===== src/rtl/deploy_controller.sv =====
// deploy_controller: elixir meter plus single-cursor deploy arbiter for the three unit slots.
// Latency: every output is registered and reflects the inputs sampled one Clk earlier.
// Backpressure: none; unaffordable, busy-slot or game-over requests are dropped silently.
module deploy_controller #(
  parameter int FIELD_XMIN   = 200,
  parameter int FIELD_XMAX   = 560,
  parameter int FIELD_YMIN   = 40,
  parameter int FIELD_YMAX   = 440,
  parameter int COST0        = 3,
  parameter int COST1        = 4,
  parameter int COST2        = 5,
  parameter int ELIXIR_MAX   = 10,
  parameter int ELIXIR_INIT  = 5,
  parameter int REGEN_FRAMES = 60
) (
  input  logic       Clk,
  input  logic       reset_n,
  input  logic       frame_tick,
  input  logic       card_valid,
  input  logic [1:0] card_sel,
  input  logic       click,
  input  logic [9:0] MouseX,
  input  logic [9:0] MouseY,
  input  logic [2:0] unit_dead,
  input  logic       game_over,
  output logic [2:0] instate,
  output logic [2:0] deploy,
  output logic [2:0] idle,
  output logic [3:0] elixir,
  output logic       busy
);

  typedef enum logic [1:0] {S_IDLE, S_ARMED, S_PLACE} state_t;

  localparam logic [9:0] XMIN       = 10'(FIELD_XMIN);
  localparam logic [9:0] XMAX       = 10'(FIELD_XMAX);
  localparam logic [9:0] YMIN       = 10'(FIELD_YMIN);
  localparam logic [9:0] YMAX       = 10'(FIELD_YMAX);
  localparam logic [3:0] C0         = 4'(COST0);
  localparam logic [3:0] C1         = 4'(COST1);
  localparam logic [3:0] C2         = 4'(COST2);
  localparam logic [3:0] EMAX       = 4'(ELIXIR_MAX);
  localparam logic [3:0] EINIT      = 4'(ELIXIR_INIT);
  localparam logic [5:0] REGEN_LAST = 6'(REGEN_FRAMES - 1);

  state_t     state, state_nxt;
  logic [1:0] sel, sel_nxt;
  logic [2:0] active, active_nxt;
  logic [5:0] frame_cnt, frame_cnt_nxt;
  logic [3:0] elixir_nxt;
  logic [4:0] elix_sum;
  logic [2:0] instate_nxt, deploy_nxt, idle_nxt;
  logic       busy_nxt;
  logic       in_field, pick_ok, place_ok, spend, regen;

  // Card 3 is the cancel code; it maps to an unaffordable cost so it can never arm.
  function automatic logic [3:0] cost_of(input logic [1:0] s);
    case (s)
      2'd0:    cost_of = C0;
      2'd1:    cost_of = C1;
      2'd2:    cost_of = C2;
      default: cost_of = 4'hf;
    endcase
  endfunction

  function automatic logic [2:0] onehot(input logic [1:0] s);
    onehot = 3'b001 << s;
  endfunction

  assign in_field = (MouseX >= XMIN) && (MouseX <= XMAX) &&
                    (MouseY >= YMIN) && (MouseY <= YMAX);
  assign pick_ok  = card_valid && (card_sel != 2'd3) &&
                    ~|(active & onehot(card_sel)) && (elixir >= cost_of(card_sel));
  assign place_ok = click && in_field && (elixir >= cost_of(sel));

  always_ff @(posedge Clk or negedge reset_n) begin
    if (!reset_n) begin
      state <= S_IDLE;
      sel   <= 2'd0;
    end else begin
      state <= state_nxt;
      sel   <= sel_nxt;
    end
  end

  always_comb begin
    state_nxt = state;
    sel_nxt   = sel;
    if (game_over) begin
      state_nxt = S_IDLE;
    end else begin
      case (state)
        S_IDLE: begin
          if (pick_ok) begin
            state_nxt = S_ARMED;
            sel_nxt   = card_sel;
          end
        end
        S_ARMED: begin
          if (card_valid && card_sel == 2'd3) state_nxt = S_IDLE;
          else if (place_ok)                  state_nxt = S_PLACE;
          else if (pick_ok)                   sel_nxt   = card_sel;
        end
        S_PLACE: state_nxt = S_IDLE;
        default: state_nxt = S_IDLE;
      endcase
    end
  end

  // Spend is committed on the edge that leaves PLACE, so it can coincide with a regen tick.
  always_comb begin
    spend         = (state == S_PLACE) && !game_over && (elixir >= cost_of(sel));
    regen         = frame_tick && !game_over && (frame_cnt == REGEN_LAST);
    frame_cnt_nxt = frame_cnt;
    if (frame_tick && !game_over) frame_cnt_nxt = regen ? 6'd0 : frame_cnt + 6'd1;
    idle_nxt      = active & (game_over ? 3'b111 : unit_dead);
    active_nxt    = (active & ~idle_nxt) | (spend ? onehot(sel) : 3'b000);
    elix_sum      = {1'b0, elixir} - (spend ? {1'b0, cost_of(sel)} : 5'd0) + {4'd0, regen};
    elixir_nxt    = (elix_sum > {1'b0, EMAX}) ? EMAX : elix_sum[3:0];
    instate_nxt   = (state_nxt == S_ARMED) ? onehot(sel_nxt) : 3'b000;
    deploy_nxt    = (state_nxt == S_PLACE) ? onehot(sel_nxt) : 3'b000;
    busy_nxt      = (state_nxt == S_ARMED);
  end

  always_ff @(posedge Clk or negedge reset_n) begin
    if (!reset_n) begin
      active    <= 3'b000;
      frame_cnt <= 6'd0;
      elixir    <= EINIT;
      instate   <= 3'b000;
      deploy    <= 3'b000;
      idle      <= 3'b111;
      busy      <= 1'b0;
    end else begin
      active    <= active_nxt;
      frame_cnt <= frame_cnt_nxt;
      elixir    <= elixir_nxt;
      instate   <= instate_nxt;
      deploy    <= deploy_nxt;
      idle      <= idle_nxt;
      busy      <= busy_nxt;
    end
  end

endmodule


===== config.mk =====
export PLATFORM = sky130hd
export DESIGN_NAME = deploy_controller
export DESIGN_NICKNAME = d
export VERILOG_FILES = /design/src/rtl/deploy_controller.sv
export SDC_FILE = /design/constraint.sdc
export NUM_CORES = 1
export LEC_CHECK = 0
export CORE_ASPECT_RATIO = 1.75
export CORE_UTILIZATION = 31
export CTS_CLUSTER_DIAMETER = 30
export DETAILED_ROUTE_END_ITERATION = 8
export PLACE_DENSITY_LB_ADDON = 0.3
export RECOVER_POWER = 25
export SLEW_MARGIN = 20
export SYNTH_ARGS = -nofsm -noshare
export SYNTH_HDL_FRONTEND = slang
export SYNTH_SLANG_ARGS = --single-unit

===== constraint.sdc =====
create_clock -name Clk -period 8.73 [get_ports Clk]
set_input_delay 0.873 -clock Clk [delete_from_list [all_inputs] [get_ports Clk]]
set_output_delay 0.873 -clock Clk [all_outputs]
set_load 0.02 [all_outputs]

; Yosys cells after proc, flatten, opt, wreduce, memory -nomap -nowiden
; Index checks and enable logic that the tools add are counted.
[word_totals]
reg_bits = 27
[op_classes]
n_addsub = 3
magnitude_cmp = 7
n_eq_ne = 11
shift = 3
mux = 19
bitwise_logic = 5
n_reduce_logical = 19
[ops]
columns = cell, count
row1 = $pmux W4 S3, 2
row2 = $mux W2, 8
row3 = $logic_and A1 B1 Y1, 13
row4 = $mux W3, 4
row5 = $eq A2 B2 Y1 const B, 5
row6 = $ge A10 B6 Y1 const B, 1
row7 = $ge A10 B8 Y1 const B, 1
row8 = $le A10 B10 Y1 const B, 1
row9 = $le A10 B9 Y1 const B, 1
row10 = $and A3 B3 Y3, 3
row11 = $shl A1 B2 Y3 const A, 3
row12 = $eq A2 B1 Y1 const B, 4
row13 = $ge A4 B4 Y1, 2
row14 = $mux W4, 2
row15 = $pmux W2 S2, 2
row16 = $add A6 B1 Y6 const B, 1
row17 = $eq A6 B6 Y1 const B, 1
row18 = $logic_not A2 Y1, 3
row19 = $mux W6, 1
row20 = $add A5 B1 Y5, 1
row21 = $gt A5 B4 Y1 const B, 1
row22 = $sub A4 B4 Y5, 1
row23 = $not A3 Y3, 1
row24 = $or A3 B3 Y3, 1
row25 = 3 further kinds, 4

; Logic depth before layout (Yosys ltp)
; Gate-level depths: netlist (run 1).
[logic_depth]
word_depth = 13
ltp_mapped = 21
mapped_depth_nobuf = 20

; Worst setup path before layout (run 1)
; No wires, ideal clock.
[synth_timing]
path_type = flip-flop to flip-flop
from = register sel[1]
to = register elixir[0]
arrival_ps = 3364
required_ps = 8657
path_slack_ps = 5293
path_stages_with_launch = 22
cell_sequence = dfrtp_1 inv_1 ha_1 inv_1 ha_1 nand2b_1 a21oi_1 o21ai_2 and3_1 clkbuf_1 and2_1 ha_1 inv_1 ha_1 inv_1 fa_1 inv_1 a21o_1 a21oi_1 xnor2_1 nand2_1 a21oi_1
[synth_via]
elab_chain_len = 9
[synth_rtl]
columns = element, line_no
row1 = "start, declared", 47  ; logic [1:0] sel, sel_nxt;
row2 = "start signal, assigned", 82  ; sel <= sel_nxt;
row3 = "$eq A2 B2 Y1, or another cell as far along", 58  ; case (s)
row4 = $pmux W4 S3 (*), 58
row5 = $ge A4 B4 Y1, 112  ; spend = (state == S_PLACE) && !game_over && (elixir >= cost_of(sel));
row6 = $logic_and A1 B1 Y1, 112
row7 = $mux W4 (*), 118  ; elix_sum = {1'b0, elixir} - (spend ? {1'b0, cost_of(sel)} : 5'd0) + {4'd0, regen};
row8 = $sub A4 B4 Y5 (*), 118
row9 = $add A5 B1 Y5 (*), 118
row10 = $gt A5 B4 Y1, 119  ; elixir_nxt = (elix_sum > {1'b0, EMAX}) ? EMAX : elix_sum[3:0];
row11 = $mux W4 (*), 119
row12 = named net elixir_nxt[0], 50  ; logic [3:0] elixir_nxt;
row13 = "end signal, assigned", 137  ; elixir <= elixir_nxt;
row14 = "end, declared", 29  ; output logic [3:0] elixir,
; Mark *: on every way through the listed nets, which the timed path passes. The rest lies on a longest branch.
; A chain may end at the register's enable or synchronous reset.

; Final worst setup path (run 1)
; Ends and elaborated chain as after synthesis.

==> impl_metrics.tcl, run 1 <==
set metrics [dict create \
    finalSetupViolCount 0 \
    arrival_ns 4.07 \
    cts_tree "done" \
    vias 1436 \
    yosysTopAreaCell "dfrtp_1" \
    outcome "finished clean" \
    cts_root_buf "clkbuf_8" \
    cts.reportedPaths.clkPinSlew_ns 0.10 \
    yosysSeqAreaShare_pct 38.3 \
    grt_pass1_vias 1348 \
    critPathTopFamily "adder cells" \
    yosysWarnings 0 \
    synth.avg_cell_area_um2 9.72 \
    grt_pass1_wl_mm 6.12 \
    cts_buffers 3 \
    endpoint_kind "flip-flop" \
    critPathBufInv 5 \
    fin_nets 291 \
    path_class "reg -> reg" \
    cts_setup_buffers 0 \
    hold_buffers 0 \
    path_cells "inv_1, ha_1, inv_1, ha_1, nand2b_1, a21oi_1, o21ai_2, and3_1, and2_1, ha_1, inv_1, ha_1, inv_1, fa_1, inv_1, a21o_1, a21oi_1, xnor2_1, nand2_1, a21oi_1" \
    rsz0062_at_grt "false" \
    maxSlewViolCount 0 \
    cts_sinks 27 \
    drt_iter0_markers 19 \
    hp-class "reg -> reg" \
    combinationalPowerShare_pct 38.7 \
    netlist.area_leader.share_pct 30.9 \
    track_usage_pct 13.5 \
    netlist_area_um2 1780 \
    ir_drop_mv 0.0667 \
    hold_viol_final 0 \
    die_x_um 59.3 \
    drt-pass1-iter-count 4 \
    clk_latency_ns 0.27 \
    yosys_register_bits 27 \
    start_util_pct 32.1 \
    cts_max_level 1 \
    grt_max_degree 28 \
    wl_mm 3.84 \
    synth_nets 243 \
    ys.flop_type "dfrtp_1" \
    drv_cap 0 \
    fp.dieH_um 102 \
    min_period_over_period_pct 44.3 \
    die-area_um2 6060 \
    cp_max_fo 7 \
    fmaxAchievable_ghz 0.259 \
    slew-limit-headroom_pct 3.30 \
    p_total_mw 0.391 \
    wl_per_cell_um 12.5 \
    p_sw_share_pct 36.1 \
    dpl.hpwl_mm 3.11 \
    diodes 0 \
    cp_slowest_cell "dfrtp_1" \
    holdWs_ns 0.523 \
    clock_skew_ns 0.00936 \
    portBuffers 44 \
    critPathLaunchType "flip-flop" \
    synthArstFlopShare_pct 100 \
    required_ns 8.93 \
    place.gp.congestion 0.817 \
    clkPwrFrac_pct 18.2 \
    via_per_inst 4.69 \
    rows 36 \
    leakage_nw 1.07 \
    grt-ovfl-total 0 \
    setup_tns_ns 0 \
    seqPwrFrac_pct 43.2 \
    finalCriticalPeriod_ns 3.87 \
    slowest_delay_ns 0.45 \
    final_layout_size_suffix_gt1_share_pct 6.09 \
    drtAntennaViolNets 0 \
    clock_path_buffers 2 \
    fillers 557 \
    ios 45 \
    p_switching_mw 0.141 \
    crit_top_cell "inv_1" \
    ys_types 44 \
    coreArea_um2 5540 \
    synth_area_leaders "dfrtp_1 31%, ha_1 20%, dfstp_2 7.4%, inv_1 3.8%, nand2_1 3.2%" \
    worst_slew_pin_slew_ns 1.45 \
    postSynthCellCount 183 \
    synth_edf_count 0 \
    drc 0 \
    cts_resized 0 \
    powerDensity_nw_per_um2 166 \
    p_int_mw 0.250 \
    antenna_found_initial 0 \
    syn_to_final_growth_pct 32.3 \
]
[routing by layer]
| layer | GRT usage (%) | up-vias | routed length [µm] |
|---|---|---|---|
| met3 | 1.77 | 4 | 102 |
| met1 | 15.8 | 676 | 1510 |
| met4 | 5.31 | 0 | 73 |
| met5 | 0 | - | 0 |
| li1 | - | 731 | - |
| met2 | 24.1 | 25 | 2150 |
[through the flow]
stage          cells  area, µm²  util [%]  setup WS, ns
2_1_floorplan    183       1780         -          5.29
3_3_place_gp     302       2310      41.8          4.84
3_5_place_dp     302       2310      41.8          4.71
4_1_cts          306       2360      42.6          4.86
5_1_grt          306       2350      42.5          4.49
6_report         306       2350      42.5          4.86
[cell usage after synthesis, types with 5 or more instances]
cell,n
inv_1,18
nand3_1,7
o21ai_0,5
nand2b_1,5
nor2b_1,6
ha_1,28
dfstp_2,5
a21oi_1,10
nand2_1,15
dfrtp_1,22
nor2_1,14
[flip-flops by register name (all words and copies together), names as in the netlist]
| name | flops |
|---|---|
| state | 2 |
| instate | 3 |
| deploy | 3 |
| elixir | 4 |
| sel | 2 |
| busy | 1 |
| frame_cnt | 6 |
| idle | 3 |
| active | 3 |
[worst paths after layout]
check	slack, ns	cells past startpoint	startpoint	end
max	4.86	20	sel[1]	elixir[0]
min	0.52	1	frame_cnt[4]	frame_cnt[4]
max reg2reg	4.86	20	sel[1]	elixir[0]
min reg2reg	0.52	1	frame_cnt[4]	frame_cnt[4]
max in group asynchronous	6.41	2	reset_n	active[0]
min in group asynchronous	1.46	2	reset_n	frame_cnt[1]
[kinds of logic after synthesis]
group,Yosys count,synth area share [%]
simple gates,64,18.1
compound gates,36,14.7
fa+ha+maj,29,20.8
flops,27,38.3
buf+inv,20,4.29
xor+xnor,4,1.97
mux,3,1.76
[power by group through the flow]
| stage | logic [mW] | registers, mW | clock network (mW) |
|---|---|---|---|
| floorplan | 0.101 | 0.169 | 0 |
| CTS | 0.153 | 0.169 | 0.0726 |
| global placement | 0.150 | 0.171 | 0 |
| global route | 0.174 | 0.172 | 0.0787 |
| detailed placement | 0.152 | 0.171 | 0 |
| finish | 0.151 | 0.169 | 0.0710 |
[cell type report]
class | instances | area [µm²] | area share (%)
multi-input cells | 136 | 1020 | 43.4
flip-flops and latches | 27 | 682 | 29.0
repair buffers | 45 | 444 | 18.9
well taps | 76 | 95.1 | 4.04
inverters | 18 | 67.6 | 2.87
clock buffers | 4 | 45.0 | 1.91
[layout by cell type, fill, tap and decap left out, types with 2 or more instances in the layout]
cell,netlist,layout
o21ai_0,5,5
xnor2_1,2,2
inv_1,18,18
clkbuf_8,0,3
clkdlybuf4s50_1,0,43
clkbuf_1,1,2
a31oi_1,2,2
a22o_1,3,3
nor2_1,14,14
nor4_1,2,2
dfstp_2,5,5
nand3_1,7,7
or3_1,3,3
a211oi_1,2,2
nor2b_1,6,6
ha_1,28,28
nand2b_1,5,5
a21o_1,2,2
dfrtp_1,22,22
mux2i_1,2,2
nor3_1,2,2
and3_1,2,2
xor2_1,2,2
a21oi_1,10,10
nand2_1,15,15
and2_1,3,3
Note: power is estimated with default switching activity, not from simulation.
==> run 2: changes to the inputs <==
==> constraint.sdc (replaced) <==
create_clock -name Clk -period 3.9 [get_ports Clk]
set_input_delay 0.39 -clock Clk [delete_from_list [all_inputs] [get_ports Clk]]
set_output_delay 0.39 -clock Clk [all_outputs]
set_load 0.02 [all_outputs]
==> run 2 against run 1 <==
Effect of this change: critical path depth is 2 lower; clock-buffer cell count stayed put; clock power is 120% higher; fmax is 6.7% higher; critical endpoint unchanged; register-to-register slack worse by 4.6 ns; sequential share of layout area is 0.12 points lower; core utilization is 0.25 points higher.
==> impl_metrics.tcl, run 2 (synthesis gave the netlist of run 1 again) <==
set metrics [dict create \
    cp_max_fo 7 \
    required_ns 4.11 \
    rrSetupSlack_ns 0.28 \
    clock_skew_ns 0.00619 \
    cts_root_buf "clkbuf_8" \
    rows 36 \
    worst_slew_pin_slew_ns 1.46 \
    holdWs_ns 0.509 \
    critPathTopFamily "adder cells" \
    arrival_ns 3.83 \
    cts_buffers 3 \
    fp.dieH_um 102 \
    cts_sinks 27 \
    grt_max_degree 28 \
    drc 0 \
    die_x_um 59.3 \
    dpl.hpwl_mm 3.18 \
    grt_pass1_wl_mm 6.27 \
    cp_slowest_cell "dfrtp_1" \
    final_layout_size_suffix_gt1_share_pct 8.23 \
    instances_no_fill 307 \
    min_period_over_period_pct 92.9 \
    setup_slack_ns 0.276 \
    fmaxAchievable_ghz 0.276 \
    syn_to_final_growth_pct 33.1 \
    setup_tns_ns 0 \
    layout_commonest_cell "clkdlybuf4s50_1" \
    maxSlewViolCount 0 \
    portBuffers 44 \
    path_class "reg -> reg" \
    layout_common_cells "43 x clkdlybuf4s50_1, 28 x ha_1, 21 x dfrtp_1" \
    wl_mm 3.85 \
    cts.reportedPaths.clkPinSlew_ns 0.09 \
    path_cells "inv_1, ha_1, ha_1, a21oi_2, o21ai_2, and3_2, and2_1, ha_1, inv_1, ha_1, inv_1, fa_1, inv_1, a21o_1, a21oi_1, xnor2_1, nand2_1, a21oi_1" \
    hp-class "reg -> reg" \
    place_inst 303 \
    grt-ovfl-total 0 \
    finalCriticalPeriod_ns 3.62 \
    endpoint_kind "flip-flop" \
    clk_latency_ns 0.27 \
    drt-pass1-iter-count 4 \
    critPathBufInv 4 \
    critPathLaunchType "flip-flop" \
    fillers 552 \
    powerDensity_nw_per_um2 372 \
    die-area_um2 6060 \
    p_total_mw 0.882 \
    post-place-ws_ns 0.187 \
    cts_tree "done" \
    rsz0062_at_grt "false" \
    slowest_delay_ns 0.47 \
    finalSetupViolCount 0 \
    ios 45 \
    drv_cap 0 \
    placed_cell_area_um2 2320 \
    diodes 0 \
    wl_per_cell_um 12.5 \
    drt_iter0_markers 24 \
    fin_nets 292 \
    via_per_inst 4.71 \
    start_util_pct 32.1 \
    fin_area_um2 2370 \
    coreArea_um2 5540 \
    drtAntennaViolNets 0 \
    largest-register "frame_cnt" \
    hold_viol_final 0 \
    antenna_found_initial 0 \
    grt_pass1_vias 1388 \
    leakage_nw 1.07 \
    place.gp.congestion 0.812 \
    vias 1446 \
    outcome "finished clean" \
    largest_reg_flops 6 \
    track_usage_pct 13.7 \
    reg_top3 "frame_cnt (6), elixir (4)" \
    ir_drop_mv 0.174 \
    slew-limit-headroom_pct 2.65 \
    final_util_pct 42.8 \
    clock_path_buffers 2 \
    cts_max_level 1 \
]
## run 2: cell count changes in the layout (fill, tap and decap cells not counted), sizes merged
| cell | previous run | this run |
|---|---|---|
| buf | 0 | 1 |
## run 2: per-layer routing
layer / wire length, µm / global-route usage (%) / up-vias
met1: 1470 / 15.2 / 685
met2: 2180 / 25.2 / 24
li1: - / - / 730
met3: 102 / 1.77 / 7
met5: 0 / 0 / -
met4: 97 / 6.23 / 0
## run 2: what timing repair did
action                     CTS  global route
resized for setup            0             4
hold buffers                 0             0
setup endpoints to repair    0             4
buffers inserted             0             0
## run 2: power by group
part / switching [mW] / total [mW] / internal [mW]
Combinational: 0.178 / 0.342 / 0.164
Sequential: 0.0536 / 0.381 / 0.327
Clock: 0.0862 / 0.159 / 0.0732
Total: 0.318 / 0.882 / 0.564
## run 2: path summary, 6_finish.rpt
check                              from  cells past startpoint           end
max in group asynchronous       reset_n                      2        sel[1]
setup reg to reg                 sel[0]                     18     elixir[0]
hold / removal             frame_cnt[0]                      1  frame_cnt[0]
min in group asynchronous       reset_n                      2  frame_cnt[1]
setup / recovery                 sel[0]                     18     elixir[0]
hold reg to reg            frame_cnt[0]                      1  frame_cnt[0]
## run 2: cell type report
| cell class | count | area (µm²) | area share, % |
|---|---|---|---|
| Multi-Input combinational cell | 136 | 1030 | 43.3 |
| Tap cell | 76 | 95.1 | 4.01 |
| Clock buffer | 4 | 45.0 | 1.90 |
| Inverter | 18 | 67.6 | 2.85 |
| Timing Repair Buffer | 46 | 452 | 19.1 |
| Sequential cell | 27 | 683 | 28.8 |
